## src/rtl/char_sched.sv

```systemverilog
// char_sched: buffers character codes in a small FIFO, opens an LCD window for each glyph,
// hands the glyph to the character drawer and advances the text cursor with line/screen wrap.
module char_sched #(
    parameter int          FIFO_DEPTH = 8,
    parameter int          CHAR_W     = 24,
    parameter int          CHAR_H     = 40,
    parameter int          COLS       = 20,
    parameter int          ROWS       = 20,
    parameter logic [31:0] NL_CODE    = 32'h0000_000A
) (
    input  logic        pclk,
    input  logic        rst,
    input  logic        code_valid,
    input  logic [31:0] code,
    output logic        code_ready,
    input  logic        cur_home,
    output logic        win_req,
    output logic [9:0]  win_x0,
    output logic [9:0]  win_x1,
    output logic [9:0]  win_y0,
    output logic [9:0]  win_y1,
    input  logic        win_ack,
    output logic        char_work,
    output logic [31:0] cpu_code,
    input  logic        write_str_end,
    output logic [4:0]  cur_col,
    output logic [4:0]  cur_row,
    output logic        busy
);
    localparam int AW = $clog2(FIFO_DEPTH);

    localparam logic [2:0] IDLE      = 3'd0;
    localparam logic [2:0] SET_WIN   = 3'd1;
    localparam logic [2:0] WAIT_WIN  = 3'd2;
    localparam logic [2:0] DRAW      = 3'd3;
    localparam logic [2:0] WAIT_DRAW = 3'd4;
    localparam logic [2:0] ADVANCE   = 3'd5;

    localparam logic [9:0]  CW       = 10'(CHAR_W);
    localparam logic [9:0]  CH       = 10'(CHAR_H);
    localparam logic [4:0]  LAST_COL = 5'(COLS - 1);
    localparam logic [4:0]  LAST_ROW = 5'(ROWS - 1);
    localparam logic [AW:0] PTR_ONE  = (AW + 1)'(1);

    logic [2:0]  state;
    logic [31:0] mem [FIFO_DEPTH];
    logic [AW:0] wr_ptr;
    logic [AW:0] rd_ptr;
    logic [31:0] head;
    logic        empty;
    logic        full;
    logic        push;
    logic        pop;
    logic        home_pend;
    logic        is_nl;

    function automatic logic [4:0] next_row(input logic [4:0] row);
        return (row == LAST_ROW) ? 5'd0 : row + 5'd1;
    endfunction

    function automatic logic [9:0] cell_origin(input logic [4:0] idx, input logic [9:0] size);
        return {5'd0, idx} * size;
    endfunction

    // Pointers carry one wrap bit so full and empty are distinguishable.
    assign empty      = (wr_ptr == rd_ptr);
    assign full       = (wr_ptr[AW] != rd_ptr[AW]) && (wr_ptr[AW-1:0] == rd_ptr[AW-1:0]);
    assign code_ready = !full;
    assign push       = code_valid && !full;
    assign pop        = (state == IDLE) && !home_pend && !cur_home && !empty;
    assign head       = mem[rd_ptr[AW-1:0]];
    assign win_req    = (state == WAIT_WIN);
    assign char_work  = (state == DRAW);
    assign busy       = (state != IDLE) || !empty;

    always_ff @(posedge pclk) begin
        if (push) begin
            mem[wr_ptr[AW-1:0]] <= code;
        end
    end

    always_ff @(posedge pclk or posedge rst) begin
        if (rst) begin
            wr_ptr <= '0;
            rd_ptr <= '0;
        end else begin
            if (push) begin
                wr_ptr <= wr_ptr + PTR_ONE;
            end
            if (pop) begin
                rd_ptr <= rd_ptr + PTR_ONE;
            end
        end
    end

    always_ff @(posedge pclk or posedge rst) begin
        if (rst) begin
            state     <= IDLE;
            home_pend <= 1'b0;
            is_nl     <= 1'b0;
            cpu_code  <= '0;
            win_x0    <= '0;
            win_x1    <= '0;
            win_y0    <= '0;
            win_y1    <= '0;
            cur_col   <= '0;
            cur_row   <= '0;
        end else begin
            if (cur_home && state != IDLE) begin
                home_pend <= 1'b1;
            end
            case (state)
                IDLE: begin
                    if (home_pend || cur_home) begin
                        cur_col   <= '0;
                        cur_row   <= '0;
                        home_pend <= 1'b0;
                    end else if (!empty) begin
                        cpu_code <= head;
                        is_nl    <= (head == NL_CODE);
                        state    <= (head == NL_CODE) ? ADVANCE : SET_WIN;
                    end
                end
                SET_WIN: begin
                    win_x0 <= cell_origin(cur_col, CW);
                    win_x1 <= cell_origin(cur_col, CW) + CW - 10'd1;
                    win_y0 <= cell_origin(cur_row, CH);
                    win_y1 <= cell_origin(cur_row, CH) + CH - 10'd1;
                    state  <= WAIT_WIN;
                end
                WAIT_WIN: begin
                    if (win_ack) begin
                        state <= DRAW;
                    end
                end
                DRAW: begin
                    state <= WAIT_DRAW;
                end
                WAIT_DRAW: begin
                    if (write_str_end) begin
                        state <= ADVANCE;
                    end
                end
                ADVANCE: begin
                    // A home request raised while busy wins over the normal cursor step.
                    if (home_pend) begin
                        cur_col <= '0;
                        cur_row <= '0;
                    end else if (is_nl || cur_col == LAST_COL) begin
                        cur_col <= '0;
                        cur_row <= next_row(cur_row);
                    end else begin
                        cur_col <= cur_col + 5'd1;
                    end
                    state <= IDLE;
                end
                default: begin
                    state <= IDLE;
                end
            endcase
        end
    end
endmodule

```

## config.mk

```make
export PLATFORM = sky130hd
export DESIGN_NAME = char_sched
export DESIGN_NICKNAME = d
export VERILOG_FILES = /design/src/rtl/char_sched.sv
export SDC_FILE = /design/constraint.sdc
export NUM_CORES = 1
export LEC_CHECK = 0
export BUFFER_PORTS_ARGS = -buffer_cell sky130_fd_sc_hd__buf_2
export CAP_MARGIN = 40
export CORE_MARGIN = 1.5
export CORE_UTILIZATION = 30
export CTS_BUF_LIST = sky130_fd_sc_hd__clkbuf_8
export DETAILED_ROUTE_END_ITERATION = 10
export PLACE_DENSITY_LB_ADDON = 0.15
export SLEW_MARGIN = 20
export SYNTH_ARGS = -nofsm -noshare
export SYNTH_HDL_FRONTEND = slang
export SYNTH_SLANG_ARGS = --single-unit
```

## constraint.sdc

```tcl
create_clock -name pclk -period 5.3 [get_ports pclk]
set_input_delay 0.795 -clock pclk [delete_from_list [all_inputs] [get_ports pclk]]
set_output_delay 0.795 -clock pclk [all_outputs]
set_load 0.05 [all_outputs]
```

* Word level (Yosys, flattened, before mapping)
Memory sizes are Yosys's and may differ from the RTL's.
Cells that the tools add are included.
** Operators by class
- Add/subtract/negate cells :: 8
- Multiply operators :: 2
- Equality and inequality tests :: 17
- Multiplexer cells :: 19
- Bitwise operators :: 2
- Reductions and logical operators :: 20
** Operators by type and width (count)
- $eq 32x4->1 const B :: 1
- $mux 5 :: 6
- $pmux 5 s2 :: 2
- $sub 10x1->10 const B :: 2
- $mux 3 :: 5
- $pmux 3 s5 :: 1
- $add 10x5->10 const B :: 1
- $add 10x6->10 const B :: 1
- $add 5x1->5 const B :: 2
- $eq 5x5->1 const B :: 2
- $add 4x1->4 const B :: 2
- $mul 5x2->7 const B :: 1
- $mul 5x3->7 const B :: 1
- $eq 3x2->1 const B :: 2
- $eq 3x3->1 const B :: 2
- $logic_and 1x1->1 :: 6
- $ne 2x2->1 const B :: 3
- $reduce_and 3->1 :: 2
- $mux 1 :: 5
- $eq 4x4->1 :: 1
- $logic_not 1->1 :: 4
- $ne 2x1->1 const B :: 2
- $reduce_and 4->1 :: 1
- $eq 3x1->1 const B :: 1
- other kinds (9) :: 12
** Storage, ports and cells
- Register bits after elaboration :: 89
- RAM bits :: 256
- Bits of input ports :: 38
- Output and inout port bits :: 86
- Word-level logic and storage cells :: 81
- Memories :: 1
** Memories
- mem :: depth 8, bits a word 32, read ports 1, clocked after Yosys merged registers in 0, write ports 1, RTL line 46 : logic [31:0] mem [FIFO_DEPTH];

* Depth between registers and ports, before layout
- Depth in word-level cells :: 6
- Mapped depth :: 10
- Depth with buffers taken out :: 9

* Least setup slack after synthesis
OpenSTA, ideal clock, no wires.
- Path kind :: flip-flop to flip-flop
- Start :: register wr_ptr[0]
- End :: memory mem[0][0] (enable)
- Library setup time :: 461 ps
- Data arrival time :: 3760 ps
- Required time :: 4839 ps
- Slack :: 1079 ps
- Stages on the path, launching flop included :: 8
- Buffers on the path :: 2
- Clock period less this slack :: 4221 ps
- Path through :: dfrtp_1 > clkbuf_1 > xor2_1 > or4b_2 > and2_1 > clkbuf_1 > nand2b_1 > nor3_1
** Between the ends
- Cells in the longest elaborated chain, start to end :: 6
** Ends and longest elaborated chain
- from (decl) :: RTL line 47 : logic [AW:0] wr_ptr;
- from (signal assigned) :: RTL line 88 : wr_ptr <= wr_ptr + PTR_ONE;
- $eq 3x3->1 :: RTL line 67 : assign full = (wr_ptr[AW] != rd_ptr[AW]) && (wr_ptr[AW-1:0] == rd_ptr[AW-1:0]);
- $logic_and 1x1->1 :: RTL line 67
- $logic_not 1->1
- net code_ready :: RTL line 15 : output logic code_ready,
- $logic_and 1x1->1 :: RTL line 69 : assign push = code_valid && !full;
- $mux 1 :: RTL line 77 : if (push) begin
- $mux 1 (not written as such) :: RTL line 78 : mem[wr_ptr[AW-1:0]] <= code;
- to (decl) :: RTL line 46
The timed path passes the listed nets, and every way through them passes these cells.

* Worst setup path in the final report
- Start :: register rd_ptr[0]
- End :: register state[2]
** Between the ends
- Cells in the longest elaborated chain, start to end :: 6
- Elaborated cells between the ends (all ways) :: 9
- Classes of those cells :: 3 x eq/ne; 4 x mux; 1 x reduce/logical; 1 x memory
** Ends and longest elaborated chain
- from (decl) :: RTL line 48 : logic [AW:0] rd_ptr;
- from (signal assigned) :: RTL line 91 : rd_ptr <= rd_ptr + PTR_ONE;
- $mem_v2 8x32
- $eq 32x4->1 :: RTL line 121 : state <= (head == NL_CODE) ? ADVANCE : SET_WIN;
- $mux 3 :: RTL line 121
- $mux 3 :: RTL line 118 : end else if (!empty) begin
- $mux 3 :: RTL line 114 : if (home_pend || cur_home) begin
- $pmux 3 s5 :: RTL line 112 : case (state)
- to (signal assigned) :: RTL line 121
- to (decl) :: RTL line 45 : logic [2:0] state;
Parallel ways exist; a longest one is shown, timed or not. The select of a mux whose other input is x is not followed.
A chain may end at the register's enable or synchronous reset.

==> impl_metrics.yaml <==
outcome:
  outcome: "complete, no violations"
setup_path:
  cp-startpoint: "rd_ptr[0]"
  path_buf_inv: 1
  worstReg2RegEnd: "state[2]"
  path_max_fanout: 37
  cp-end-kind: "flop"
  start_kind: "flop"
  arrival_ps: 4150
  r2r_setup_slack_ps: 1670
  cp_cell_sequence: "buf_4 > mux4_2 > nor2_1 > o22ai_1 > nor4_1 > nand3_1 > o41ai_2"
  reg2reg_from: "rd_ptr[0]"
  required_ps: 5820
  crit_family: "simple AND/OR/NAND/NOR gates"
  cpPeakStageDelay_ps: 880
  cp.depth: 7
  cpMaxStageDelayCell: "dfrtp_4"
  worst_r2r_path_depth: 7
  worstSetupPathType: "flop to flop"
drt:
  drt_iter0_markers: 477
  wl_per_cell_um: 20.2
  drcViolationCount: 0
  viasPerCell: 4.65
  vias: 7378
  ant_nets: 0
  wl_um: 32100
  dr.pass1.iters: 4
synth:
  netlist.area_leader.share: 0.566
  syn-cell-area_um2: 13600
  yosysWarnings: 0
  synthCells: 799
  ys_types: 43
  avgSynthCellArea_um2: 17.0
  ys_ff_latch: 337
  ys_seq_area_frac: 0.716
  synth_edf_count: 256
  async_flop_share: 0.240
  synth_top_area_cell: "edfxtp_1"
  yosys-top-cells-count: "256 x edfxtp_1, 81 x dfrtp_1, 62 x nand2_1"
  synthTopCellsByArea: "edfxtp_1 57%, dfrtp_1 15%, mux4_2 6.8%"
  synthFlopType: "edfxtp_1"
  synth_most_common_cell: "edfxtp_1"
sta:
  max-slew-margin-rel: 0.461
  finalSetupViolations: 0
  slew_viol_final: 0
  period_needed_ps: 3630
  worst_pin_slew_ps: 807
  max_freq_ghz: 0.275
  clock_skew_ps: 39.9
  finalCritPeriodShare: 0.686
  final-hold-violation-count: 0
  grt_setup_unrepaired: "false"
  tns_ps: 0
clock_tree:
  holdBufCountCts: 0
  cts_root_buffer: "clkbuf_8"
  insertion_delay_ps: 650
  cts.sinks: 337
  cts_setup_buffers: 0
  numCtsBuffers: 57
  cts_tree: "done"
  ctsResizeCount: 0
  cts_max_level: 2
  clock_path_buffers: 3
  cts.reportedPaths.clkPinSlew_ps: 60
pwr:
  clockPowerShare: 0.276
  p_sw_uw: 3290
  seq_power_share: 0.415
  irDropWorstVdd_v: 0.000301
  switching_share: 0.363
  pwr_density_cell_nw_per_um2: 562
  leakage_uw: 0.00608
  comb_power_share: 0.309
  internal-power_uw: 5780
grt:
  track_usage: 0.140
  antenna_found_initial: 3
  grt_pass1_wl_um: 48500
  grt_pass1_vias: 7736
  grt_max_degree: 51
  overflow: 0
final_layout:
  seqCellArea_um2: 9720
  fillers: 4207
  diodes: 0
  post-route-util: 0.363
  layout-drive-gt1-share: 0.332
  areaGrowthSynthToFinish_pct: 18.9
  finalNetCount: 1005
  multi_input_area_um2: 3570
floorplan:
  io_pins: 124
  start_util: 0.306
  core_region_area_um2: 44400
  dieArea_um2: 46500
  die_x_um: 216
  num_rows: 77
  die_height_um: 216
placed_design:
  place_congestion: 0.713
  io_buffers: 117
  dpl.hpwl_um: 19500
hold_path:
  hp-class: "input pin to asynchronous set/reset pin"
run:
  maxCapViolations: 0
==> worst max path at each step <==
stage	end	slack (ps)
floorplan	mem[0][0]	1080
global route	state[2]	1460
detailed placement	state[2]	1620
CTS	state[2]	1580
finish	state[2]	1670
global placement	state[2]	1550
==> layout by cell type (no fill, tap or decap), drive strengths merged, types with 11 or more instances in the layout <==
cell / Yosys / layout
ha: 18 / 18
mux2: 48 / 48
nand2b: 11 / 11
inv: 12 / 30
o22ai: 24 / 24
clkbuf: 23 / 67
clkinv: 0 / 16
edfxtp: 256 / 256
mux2i: 14 / 14
xor2: 12 / 12
nor2: 34 / 34
buf: 33 / 140
dfrtp: 81 / 81
nand2: 62 / 62
o21ai: 42 / 42
mux4: 48 / 48
o31ai: 20 / 20
==> area by class of cell <==
cell class,count,share of cell area
multi-input combinational,399,0.221
clock buffer,67,0.0571
timing repair buffer,140,0.0505
tap,592,0.0459
sequential,337,0.602
clock inverter,40,0.0202
inverter,12,0.00295
==> flip-flops by register name (all words and copies together), names as in the netlist <==
name	count
cpu_code	32
cur_col	5
cur_row	5
home_pend	1
is_nl	1
mem	256
rd_ptr	4
state	3
win_x0	6
win_x1	8
win_y0	5
win_y1	7
wr_ptr	4
==> power by group through the flow <==
stage	Clock, µW	Combinational, µW	Sequential (µW)
after floorplan	0	1730	4070
after global placement	0	2820	3830
after detailed placement	0	2840	3830
after CTS	2610	2840	3780
after global routing	2710	3010	3830
final	2510	2800	3760
==> routing by layer <==
| metal | wire length (µm) | vias to the layer above | GRT usage | share of wire |
|---|---|---|---|---|
| met1 | 14700 | 3742 | 0.186 | 0.46 |
| met2 | 15000 | 199 | 0.223 | 0.47 |
| li1 | - | 3373 | - | - |
| met5 | 41 | - | 0 | 0.0013 |
| met3 | 1620 | 58 | 0.0316 | 0.050 |
| met4 | 703 | 6 | 0.0524 | 0.022 |
==> worst reg2reg max path, cell delays in order, from the launching register on <==
cell and delay, ps:
dfrtp_4 880, buf_4 560, mux4_2 590, nor2_1 170, o22ai_1 170, nor4_1 550, nand3_1 310, o41ai_2 270
==> per-stage QoR <==
| step | setup WS, ps | hold slack (ps) | power (µW) | instance area, µm² | std cells |
|---|---|---|---|---|---|
| 2_1_floorplan | 1080 | 460 | 5800 | 13600 | 804 |
| 3_3_place_gp | 1550 | 461 | 6650 | 14800 | 1475 |
| 3_5_place_dp | 1620 | 466 | 6660 | 14800 | 1477 |
| 4_1_cts | 1580 | 276 | 9230 | 16100 | 1584 |
| 5_1_grt | 1460 | 72.6 | 9550 | 16100 | 1587 |
| 6_report | 1670 | 90.9 | 9070 | 16100 | 1587 |
==> kinds of logic (layout without fill, tap and decap cells) <==
logic type               count (synthesis)  after routing  synth area share
AO/OA/AOI/OAI                          104            104            0.0468
adder cells (fa/ha/maj)                 20             20            0.0195
AND/OR/NAND/NOR                        138            138            0.0455
buffers and inverters                   68            259            0.0267
other                                    1              6          0.000276
flip-flops                             337            337             0.716
multiplexers                           110            110             0.132
XOR/XNOR                                21             21            0.0136
(Power assumes the default switching activity.)
